**config.mk**
```make
export PLATFORM = sky130hd
export DESIGN_NAME = seq_gen
export DESIGN_NICKNAME = d
export VERILOG_FILES = /design/src/rtl/seq_gen.sv
export SDC_FILE = /design/constraint.sdc
export NUM_CORES = 1
export LEC_CHECK = 0
export CORE_UTILIZATION = 55
export DETAILED_ROUTE_END_ITERATION = 16
export PLACE_DENSITY = 0.9
export SYNTH_ARGS = -nofsm -noshare
export SYNTH_HDL_FRONTEND = slang
export SYNTH_SLANG_ARGS = --single-unit
```
**constraint.sdc**
```tcl
create_clock -name clk -period 2.7 [get_ports clk]
set_input_delay 0.54 -clock clk [delete_from_list [all_inputs] [get_ports clk]]
set_output_delay 0.54 -clock clk [all_outputs]
set_load 0.02 [all_outputs]
```
**src/rtl/seq_gen.sv**
```systemverilog
// Serial pattern transmitter: sends a captured pattern MSB-first,
// repeated rep_cnt times with an optional single 0 bit between repeats.
module seq_gen #(
  parameter int PAT_W = 4,
  parameter int CNT_W = 4,
  parameter logic [PAT_W-1:0] DEF_PAT = 4'b1011
) (
  input  logic             clk,
  input  logic             rst,
  input  logic             start,
  input  logic [PAT_W-1:0] pat_in,
  input  logic [CNT_W-1:0] rep_cnt,
  input  logic             gap_en,
  input  logic             abort,
  output logic             q_out,
  output logic             valid,
  output logic             busy,
  output logic             done
);

  localparam int BW = $clog2(PAT_W);
  localparam logic [BW-1:0] LAST = BW'(PAT_W - 1);

  typedef enum logic [1:0] {
    IDLE,
    SEND,
    GAP,
    DONE
  } state_t;

  state_t state_q, state_d;

  logic [PAT_W-1:0] shreg_q;
  logic [PAT_W-1:0] pat_q;
  logic [BW-1:0]    bit_q;
  logic [CNT_W-1:0] rep_q;
  logic             gap_q;

  logic last_bit;
  logic q_d, valid_d, busy_d, done_d;

  assign last_bit = (bit_q == LAST);

  always_comb begin
    state_d = state_q;
    unique case (state_q)
      IDLE: begin
        if (start) begin
          state_d = (rep_cnt == '0) ? DONE : SEND;
        end
      end
      SEND: begin
        if (abort) begin
          state_d = IDLE;
        end else if (last_bit) begin
          if (rep_q <= CNT_W'(1)) begin
            state_d = DONE;
          end else if (gap_q) begin
            state_d = GAP;
          end else begin
            state_d = SEND;
          end
        end
      end
      GAP: begin
        state_d = abort ? IDLE : SEND;
      end
      DONE: begin
        state_d = IDLE;
      end
      default: begin
        state_d = IDLE;
      end
    endcase
  end

  // Output flops track the state one cycle behind; abort blanks them at once.
  always_comb begin
    q_d     = 1'b0;
    valid_d = 1'b0;
    busy_d  = 1'b0;
    done_d  = 1'b0;
    unique case (state_q)
      SEND: begin
        q_d     = shreg_q[PAT_W-1] & ~abort;
        valid_d = ~abort;
        busy_d  = ~abort;
      end
      GAP: begin
        valid_d = ~abort;
        busy_d  = ~abort;
      end
      DONE: begin
        done_d = 1'b1;
      end
      default: begin
        q_d = 1'b0;
      end
    endcase
  end

  always_ff @(posedge clk or posedge rst) begin
    if (rst) begin
      state_q <= IDLE;
      q_out   <= 1'b0;
      valid   <= 1'b0;
      busy    <= 1'b0;
      done    <= 1'b0;
    end else begin
      state_q <= state_d;
      q_out   <= q_d;
      valid   <= valid_d;
      busy    <= busy_d;
      done    <= done_d;
    end
  end

  always_ff @(posedge clk or posedge rst) begin
    if (rst) begin
      shreg_q <= DEF_PAT;
      pat_q   <= DEF_PAT;
      bit_q   <= '0;
      rep_q   <= '0;
      gap_q   <= 1'b0;
    end else begin
      unique case (state_q)
        IDLE: begin
          if (start) begin
            shreg_q <= pat_in;
            pat_q   <= pat_in;
            rep_q   <= rep_cnt;
            gap_q   <= gap_en;
            bit_q   <= '0;
          end
        end
        SEND: begin
          if (!abort) begin
            if (last_bit) begin
              shreg_q <= pat_q;
              bit_q   <= '0;
              rep_q   <= (rep_q != '0) ? rep_q - CNT_W'(1) : '0;
            end else begin
              shreg_q <= shreg_q << 1;
              bit_q   <= bit_q + BW'(1);
            end
          end
        end
        default: begin
          bit_q <= bit_q;
        end
      endcase
    end
  end

endmodule

```
# Word level (Yosys, flattened, before mapping)
# Cells that the tools add are included.
# totals
mem_bits_rw,0
rom_bits,0
register_bits,20
output_inout_bits,4
inputBits,13
latchBits,0
memories,0
# classes
bitwise_logic,2
eq_ne,8
shifts,0
n_reduce_logical,9
n_mux,24
n_mul,0
n_lt_le_gt_ge,1
n_addsub,2
div_mod_pow,0
# op_table
op,count
4-bit 2-to-1 mux,7
2-bit 2-to-1 mux,9
4-bit case mux with 2 select lines,2
2-bit case mux with 4 select lines,1
"2-bit equality test, second input constant",3
"2-bit != test, second input constant",3
"4-bit by 1-bit less-or-equal comparator with 1-bit output, second input constant",1
4-bit logical NOT,1
1-bit 2-to-1 mux,4
2-bit case mux with 2 select lines,1
2-bit AND reduction,2
4-bit AND reduction,1
4-bit nonzero test,1
"4-bit by 1-bit subtractor with 4-bit output, second input constant",1
"3-bit != test, second input constant",1
3-bit AND reduction,1
"2-bit by 1-bit adder with 2-bit output, second input constant",1
"2-bit by 1-bit equality test with 1-bit output, second input constant",1
2-bit logical NOT,1
2-bit nonzero test,1
2-bit OR reduction,1
1-bit bitwise AND,1
1-bit inverter,1

# Logic depth before layout (Yosys ltp)
# Gate-level depths: netlist of the first run.
# depth
ltp_word,5
mapped_depth,8

# Worst setup path before layout of the first run
# Ideal clock, no wire load.
# synth_path
path_type,flip-flop to flip-flop
start,register state_q[0]
end,register rep_q[2]
t_arrival_ps,1385
required_ps,2569
period_less_slack_ps,1516
path_stages_with_launch,7
path_slack_ps,1184
setup_ps,131
path_cell_list,dfrtp_1 -> inv_1 -> ha_1 -> mux2i_1 -> a21oi_2 -> a31oi_1 -> o211ai_1
# synth_via
elab_chain_cells,3
# synth_rtl
element,line,text
start: declaration,31,"state_t state_q, state_d;"
start signal: assignment,110,state_q <= state_d;
2-bit by 1-bit equality test with 1-bit output or 2-bit logical NOT (tied branches),126,unique case (state_q)
2-bit != test (no source line) or 2-bit nonzero test (tied branches),--,
4-bit AND reduction (no source line),--,
end signal: assignment,131,rep_q <= rep_cnt;
end signal: assignment,141,rep_q <= (rep_q != '0) ? rep_q - CNT_W'(1) : '0;
end: declaration,36,logic [CNT_W-1:0] rep_q;
# Parallel ways exist; a longest one is shown, timed or not.
# A chain may end at the register's enable or synchronous reset.

# Worst setup path after layout of the first run
# layout_path
start,register state_q[1]
end,register bit_q[0]
# layout_via
elab_chain_cells,3
# layout_rtl
element,line,text
2-bit by 1-bit equality test with 1-bit output or 2-bit logical NOT (tied branches),126,
2-bit != test (no source line) or 2-bit nonzero test (tied branches),--,
3-bit AND reduction (no source line),--,
end signal: assignment,144,bit_q <= bit_q + BW'(1);
end signal: assignment,149,bit_q <= bit_q;
end: declaration,35,logic [BW-1:0] bit_q;
# Parallel ways exist; a longest one is shown, timed or not.

==> results of run 1 <==
[per-layer routing]
metal	vias to the layer above	wire (um)	track usage, %
met5	-	0	0
met4	0	79	14.1
met3	8	98	3.57
met2	31	1030	40.6
met1	391	866	26.3
li1	409	-	-
[cell families after synthesis]
kind of cell,synth area share [%]
simple gates,15.8
fa+ha+maj,5.90
compound gates,16.2
flops,47.9
buf+inv,5.19
mux,9.08
[placed cells by master, fill, tap and decap left out, types with 5 or more instances in the layout]
cell and count:
nand2b_1 6, a21oi_1 6, dfstp_2 6, inv_1 6, ha_1 5, nor2_1 6
mux2_2 5, o21ai_0 6, nand2_1 12, o21ai_1 5, clkdlybuf4s50_1 16, dfrtp_1 14
nor3_1 5
[cell type report]
class	count	area [um2]	area share, %
Sequential cell	20	508	40.2
Timing Repair Buffer	17	168	13.3
Clock buffer	4	36.3	2.87
Tap cell	25	31.3	2.48
Inverter	6	22.5	1.78
Multi-Input combinational cell	77	498	39.4
[power groups by stage]
stage          sequential, mW  combinational, mW  clock (mW)
2_1_floorplan           0.575              0.512           0
3_3_place_gp            0.575              0.635           0
3_5_place_dp            0.586              0.666           0
4_1_cts                 0.579              0.672       0.176
5_1_grt                 0.599              0.747       0.191
6_report                0.580              0.671       0.175
[path summary, 6_finish.rpt]
path | to | cells past startpoint | start | slack (ns)
worst min-delay path | shreg_q[3] | 2 | shreg_q[3] | 0.47
worst max register to register | bit_q[0] | 6 | state_q[1] | 0.84
worst min register to register | shreg_q[3] | 2 | shreg_q[3] | 0.47
worst max-delay path | bit_q[0] | 6 | state_q[1] | 0.84
min in group asynchronous | state_q[0] | 2 | rst | 0.66
max in group asynchronous | q_out | 2 | rst | 1.58
[worst register-to-register path: cells and delay by family, from the launching register on]
| family | cells | cell delay (ns) |
|---|---|---|
| AO/OA/AOI/OAI | 2 | 0.47 |
| flip-flops | 1 | 0.44 |
| multiplexers | 1 | 0.39 |
| adder cells (fa/ha/maj) | 1 | 0.28 |
| buffers and inverters | 1 | 0.10 |
| AND/OR/NAND/NOR | 1 | 0.09 |
[stage by stage]
stage               worst slack (ns)  power (mW)  cells  cell area (um2)  hold WS, ns
floorplan                       1.18        1.09    108             1060        0.442
global placement               0.774        1.21    145             1230        0.458
detailed placement             0.728        1.25    145             1230        0.455
CTS                            0.834        1.43    149             1260        0.472
global route                   0.675        1.54    149             1260        0.501
finish                         0.837        1.43    149             1260        0.470
[sequential cells by signal, indices dropped and copies added (netlist names)]
name / count
busy: 1
rep_q: 4
pat_q: 4
q_out: 1
bit_q: 2
shreg_q: 4
state_q: 2
gap_q: 1
done: 1
==> flow_summary.ini, run 1 <==
[placed_design]
hpwl_mm = 1.55
gp_congestion = 0.824
port_buffers = 16

[logic_synthesis]
ys_warn_count = 0
synth_edf_count = 0
syn_nets = 126
synth_commonest_cells = dfrtp_1 (14), nand2_1 (12)
post-synth-top-count-cell = dfrtp_1
synthFlopType = dfrtp_1
yosys.area.top_type = dfrtp_1
netlist.area_leader.share_pct = 33.0
synth_seq_cells = 20
yosysUniqueCellTypes = 31
synth.area.top_cells = dfrtp_1 (33%), dfstp_2 (15%), ha_1 (5.9%)
synthCells = 108
ys_seq_area_share_pct = 47.9
syn-cell-area_um2 = 1060
synthArstFlopShare_pct = 100
avgSynthCellArea_um2 = 9.82

[final_layout]
utilization_pct = 71.6
area_growth_syn_to_layout_pct = 19.1
fillers = 146
drive_gt1_share_pct = 13.7
antennaDiodeCount = 0
layout.nets = 143

[routing]
drtIter0Drc = 15
drc = 0
viasPerCell = 5.63
drtPass1Iterations = 4
wl_mm = 2.07
num_vias = 839
routedWlPerCell_um = 13.9
drt.antenna.violating_nets = 0

[clock_tree]
cts_setup_buffers = 0
cts_buffer_depth = 2
cts_sinks = 20
htreeDepth = 1
cts_tree = done
post_cts_resized = 0
clockRootBuffer = clkbuf_4
path_clk_slew_ns = 0.12
cts_hold_buf = 0
numCtsBuffers = 3
clk_latency_ns = 0.30

[global_route]
grt_pass1_wl_mm = 3.33
grt_usage_pct = 23.3
antenna_found_initial = 0
grt-ovfl-total = 0
grt_pass1_vias = 793
grt_max_degree = 21

[setup_path]
cpMaxStageDelayCell = dfrtp_1
cp_top_family = compound AO/OA/AOI/OAI gates
cp_data_required_time_ns = 2.90
critical_path_class = reg2reg
cp_num_buf_inv = 1
cp_data_arrival_time_ns = 2.07
worst_path_largest_cell_delay_ns = 0.44
crit_top_cell = a21o_1
endpoint_kind = flop
start_kind = flop
cp_max_fo = 12
path_cells = inv_1, ha_1, mux2i_1, a21o_1, nor3_1, a21o_1

[floorplanning]
die_area_um2 = 2110
start_util_pct = 60.1
io_pins = 17
rows = 15
coreArea_um2 = 1760
die_x_um = 45.9
die_h_um = 45.9

[power]
ir_drop_uv = 746
intPower_mw = 0.856
netSwitchingFraction_pct = 40.0
p_leak_nw = 0.541
p_comb_share_pct = 47.0
clkPwrFrac_pct = 12.3
seqPwrFrac_pct = 40.7
p_sw_mw = 0.570
powerDensity_nw_per_um2 = 1130

[timing]
min_period_ns = 1.86
fin_skew_ns = 0.00628
fmax_mhz = 537
min_period_over_period_pct = 69.0
rsz0062_at_grt = no
hold_violations = 0
relSlewSlack_pct = 51.0
worstMarginPinSlew_ns = 0.734
setup_tns_ns = 0
setup_viol = 0
slew_viol_final = 0

[flow_run]
maxCapViolCount = 0

[outcome]
status = finished clean

[hold_path]
hp-class = reg2reg
No activity file was read; power rests on OpenSTA's default activity.
==> run 2, diff against run 1 <==
--- a/config.mk
+++ b/config.mk
@@ -5,9 +5,9 @@
 export SDC_FILE = /design/constraint.sdc
 export NUM_CORES = 1
 export LEC_CHECK = 0
-export CORE_UTILIZATION = 55
+export CORE_UTILIZATION = 51
 export DETAILED_ROUTE_END_ITERATION = 16
-export PLACE_DENSITY = 0.9
+export PLACE_DENSITY = 0.85
 export SYNTH_ARGS = -nofsm -noshare
 export SYNTH_HDL_FRONTEND = slang
 export SYNTH_SLANG_ARGS = --single-unit
==> constraint.sdc (replaced) <==
create_clock -name clk -period 1.9 [get_ports clk]
set_input_delay 0.38 -clock clk [delete_from_list [all_inputs] [get_ports clk]]
set_output_delay 0.38 -clock clk [all_outputs]
set_load 0.02 [all_outputs]
==> run 2 against run 1 <==
Against the previous run: sequential share of layout area is 1.1 points lower; cell count grew 4.0%; global-route usage is 2.0 points lower; sequential cell count is the same; critical path depth did not move; first-iteration DRC count up 13%.
==> flow_summary.ini, run 2 (same netlist as run 1, synthesis figures left out) <==
[clock_tree]
clk_latency_ns = 0.31
clockRootBuffer = clkbuf_4
cts_buffer_depth = 2
cts_setup_buffers = 0
post_cts_resized = 0
path_clk_slew_ns = 0.11
numCtsBuffers = 3
cts_sinks = 20
cts_tree = done
cts_hold_buf = 0
htreeDepth = 1

[setup_path]
endpoint_kind = flop
cp_data_arrival_time_ns = 1.95
r2r_setup_slack_ns = 0.16
cp_max_fo = 12
reg2regPathDepth = 6
rr_endpoint = bit_q[0]
rr_startpoint = state_q[0]
setup.worst_path.end = bit_q[0]
critical_path_class = reg2reg
path_cells = inv_1, ha_1, mux2i_2, a21o_1, nor3_1, a21o_1
critPathLaunch = state_q[0]
cp_num_buf_inv = 1
cp_top_family = compound AO/OA/AOI/OAI gates
worst_path_largest_cell_delay_ns = 0.43
cp_data_required_time_ns = 2.11
worst-path-stages = 6
crit_top_cell = a21o_1
cpMaxStageDelayCell = dfrtp_1
start_kind = flop

[routing]
drt.antenna.violating_nets = 0
viasPerCell = 5.52
num_vias = 856
drtPass1Iterations = 4
drc = 0
routedWlPerCell_um = 13.5
wl_mm = 2.09
drtIter0Drc = 17

[power]
clkPwrFrac_pct = 12.3
p_sw_mw = 0.823
p_comb_share_pct = 47.6
seqPwrFrac_pct = 40.1
powerDensity_nw_per_um2 = 1590
intPower_mw = 1.24
netSwitchingFraction_pct = 39.8
p_leak_nw = 0.559
p_total_mw = 2.07
ir_drop_uv = 824

[global_route]
busiest_layer = met2
grt_pass1_vias = 764
antenna_found_initial = 0
grt_usage_pct = 21.2
grt_max_degree = 17
met2_usage_pct = 36.4
gr-usage-met3_pct = 3.40
grt-ovfl-total = 0
gr-usage-met1_pct = 25.4
grt_pass1_wl_mm = 3.25

[placed_design]
hpwl_mm = 1.60
port_buffers = 16
placed_area_um2 = 1260
gp_congestion = 0.903
dp_cells = 151
preCtsSetupSlack_ns = 0.0571

[outcome]
status = finished clean

[final_layout]
antennaDiodeCount = 0
area_growth_syn_to_layout_pct = 22.5
utilization_pct = 66.3
final_cell_area_um2 = 1300
final_common_cell = clkdlybuf4s50_1
final_cells = 155
largestRegisters = pat_q: 4 flops, rep_q: 4 flops, shreg_q: 4 flops
most-common-layout-cells = clkdlybuf4s50_1 (16), dfrtp_1 (14), nand2_1 (12)
layout.nets = 147
drive_gt1_share_pct = 17.2

[floorplanning]
coreArea_um2 = 1960
io_pins = 17
die_area_um2 = 2270
start_util_pct = 54.1
die_x_um = 47.6
rows = 16
die_h_um = 47.6

[timing]
fin_skew_ns = 0.000983
whs_ns = 0.360
min_period_over_period_pct = 91.6
fmax_mhz = 575
worst_slack_ns = 0.160
min_period_ns = 1.74
hold_violations = 0
slew_viol_final = 0
setup_viol = 0
relSlewSlack_pct = 79.5
setup_tns_ns = 0
worstMarginPinSlew_ns = 0.302

[flow_run]
maxCapViolCount = 0

[hold_path]
hp-class = in2async
[run 2: changes by cell type in the layout (fill, tap and decap cells not counted), sizes merged]
cell | before | now
buf | 1 | 5
[run 2: worst min path at each step]
stage	end	slack, ns	cells after the start
2_1_floorplan	bit_q[0]	0.34	1
3_3_place_gp	shreg_q[0]	0.46	2
3_5_place_dp	shreg_q[3]	0.46	2
4_1_cts	gap_q	0.36	3
5_1_grt	busy	0.38	3
6_report	busy	0.36	3
[run 2: layout make-up]
class / count / area [um2]
multi-input cells: 77 / 502
repair buffers: 21 / 198
fillers: 166 / 662
well taps: 27 / 33.8
flip-flops and latches: 20 / 508
inverters: 6 / 22.5
clock buffers: 4 / 36.3
[run 2: routing by layer]
| layer | up-vias | share of wire, % |
|---|---|---|
| met5 | - | 0 |
| met4 | 0 | 2.7 |
| met3 | 6 | 4.7 |
| met2 | 28 | 51 |
| met1 | 408 | 42 |
| li1 | 414 | - |
[run 2: power groups by stage]
stage | sequential (mW) | clock (mW) | combinational [mW]
after floorplan | 0.816 | 0 | 0.728
after global placement | 0.817 | 0 | 0.932
after detailed placement | 0.836 | 0 | 0.965
after CTS | 0.826 | 0.261 | 0.970
after global routing | 0.857 | 0.279 | 1.11
final | 0.828 | 0.255 | 0.983
[run 2: worst min-delay path, stage by stage]
cell	delay, ns
clkdlybuf4s50_1	0.40
inv_1	0.07
buf_4	0.18
==> run 3, diff against run 2 <==
--- a/config.mk
+++ b/config.mk
@@ -6,6 +6,7 @@
 export NUM_CORES = 1
 export LEC_CHECK = 0
 export CORE_UTILIZATION = 51
+export CTS_BUF_LIST = sky130_fd_sc_hd__clkbuf_16
 export DETAILED_ROUTE_END_ITERATION = 16
 export PLACE_DENSITY = 0.85
 export SYNTH_ARGS = -nofsm -noshare
==> run 3 against run 2 <==
Against the previous run: setup slack better by 0.070 ns; die area stayed put; combinational power hardly changed; first-iteration DRC count is 41% higher; non-clock buffer count stayed put; sequential cell count stayed put; sequential share of layout area is 1.2 points lower; cell area is 3.1% higher; count of clock-buffer cells in the layout is 1 lower; register-to-register slack better by 0.07 ns; wire length is 2.3% higher; critical path type unchanged; largest power group unchanged; highest routed layer unchanged.
==> flow_summary.ini, run 3 (same netlist as run 1, synthesis figures left out) <==
[outcome]
status = finished clean

[routing]
drtIter0Drc = 24
num_vias = 840
drt.antenna.violating_nets = 0
drtPass1Iterations = 5
drc = 0
viasPerCell = 5.42
routedWlPerCell_um = 13.8
wl_mm = 2.13

[final_layout]
area_growth_syn_to_layout_pct = 26.3
final_common_cell = clkdlybuf4s50_1
fillers = 161
antennaDiodeCount = 0
most-common-layout-cells = clkdlybuf4s50_1 (16), dfrtp_1 (14), nand2_1 (12)
multi_input_area_um2 = 499
drive_gt1_share_pct = 16.4
final_cell_area_um2 = 1340
seq_area_um2 = 508
largestRegisters = pat_q: 4 flops, rep_q: 4 flops, shreg_q: 4 flops
layout.nets = 147

[clock_tree]
htreeDepth = 1
clk_latency_ns = 0.25
path_clk_slew_ns = 0.06
cts_tree = done
cts_sinks = 20
cts_buffer_depth = 2
cts_setup_buffers = 0
numCtsBuffers = 3
clockRootBuffer = clkbuf_16

[timing]
worstMarginPinSlew_ns = 0.371
fin_skew_ns = 0.00108
hold_violations = 0
slew_viol_final = 0
min_period_over_period_pct = 87.9
setup_viol = 0
setup_tns_ns = 0
relSlewSlack_pct = 74.6
rsz0062_at_grt = no
fmax_mhz = 599
min_period_ns = 1.67

[hold_path]
hp-class = in2async

[setup_path]
rr_startpoint = state_q[0]
r2r_setup_slack_ns = 0.23
reg2regPathDepth = 6
endpoint_kind = flop
cp_data_arrival_time_ns = 1.81
cp_max_fo = 12
rr_endpoint = bit_q[0]
cp_data_required_time_ns = 2.04
critical_path_class = reg2reg
start_kind = flop

[floorplanning]
io_pins = 17
die_h_um = 47.6
die_x_um = 47.6
rows = 16
die_area_um2 = 2270
start_util_pct = 54.1
coreArea_um2 = 1960

[power]
intPower_mw = 1.40
seqPwrFrac_pct = 37.0
netSwitchingFraction_pct = 37.6
powerDensity_nw_per_um2 = 1680
clkPwrFrac_pct = 19.4
p_leak_nw = 0.577
p_sw_mw = 0.847
ir_drop_uv = 1010
p_comb_share_pct = 43.6

[placed_design]
gp_congestion = 0.903
hpwl_mm = 1.60
port_buffers = 16
placed_area_um2 = 1260

[global_route]
grt_pass1_wl_mm = 3.35
grt_pass1_vias = 802
grt_max_degree = 17
grt-ovfl-total = 0
antenna_found_initial = 0
grt_usage_pct = 21.7

[flow_run]
maxCapViolCount = 0
## run 3: changes by cell type in the layout (fill, tap and decap cells not counted), sizes merged
cell	change
clkbuf	-1
clkinv	+1
## run 3: metrics by stage
| stage | setup WS [ns] | power (mW) | util [%] | hold slack, ns | std cells |
|---|---|---|---|---|---|
| floorplan | 0.384 | 1.54 | - | 0.339 | 108 |
| detailed placement | 0.0571 | 1.80 | 64.2 | 0.459 | 151 |
| CTS | 0.137 | 2.25 | 68.2 | 0.439 | 155 |
| finish | 0.230 | 2.25 | 68.3 | 0.431 | 155 |
| global route | 0.0865 | 2.42 | 68.3 | 0.473 | 155 |
| global placement | 0.123 | 1.75 | 64.2 | 0.456 | 151 |
## run 3: final cells by class
type / instances / share of cell area (%)
sequential: 20 / 37.9
multi-input combinational: 77 / 37.3
timing repair buffer: 21 / 14.8
clock buffer: 3 / 5.60
tap: 27 / 2.52
inverter: 6 / 1.68
clock inverter: 1 / 0.280
## run 3: critical path, cell delays in order (launching register included)
cell and delay [ns]:
dfrtp_1 0.41, inv_1 0.09, ha_1 0.19, mux2i_1 0.38
a21o_2 0.26, nor3_1 0.07, a21o_1 0.15
## run 3: what timing repair did
item | in CTS | in global routing
hold buffers | 0 | 0
resized for setup | 0 | 1
endpoints found under the setup margin | 0 | 1
## run 3: power by group through the flow
stage	registers [mW]	logic, mW	clock network, mW
2_1_floorplan	0.816	0.728	0
3_3_place_gp	0.817	0.932	0
3_5_place_dp	0.836	0.965	0
4_1_cts	0.829	0.981	0.438
5_1_grt	0.860	1.10	0.456
6_report	0.833	0.980	0.437
## run 3: per-layer routing
layer	GRT usage, %	wire (um)	vias to the layer above
li1	-	-	414
met1	26.4	899	394
met2	37.8	1110	26
met3	3.40	76	6
met4	10.0	47	0
met5	0	0	-
## run 3: worst max path at each step
stage | from | end | cells after the start
floorplan | state_q[0] | rep_q[2] | 6
global placement | start | bit_q[0] | 5
detailed placement | start | bit_q[0] | 5
CTS | state_q[0] | bit_q[0] | 6
global route | state_q[1] | bit_q[0] | 6
finish | state_q[0] | bit_q[0] | 6
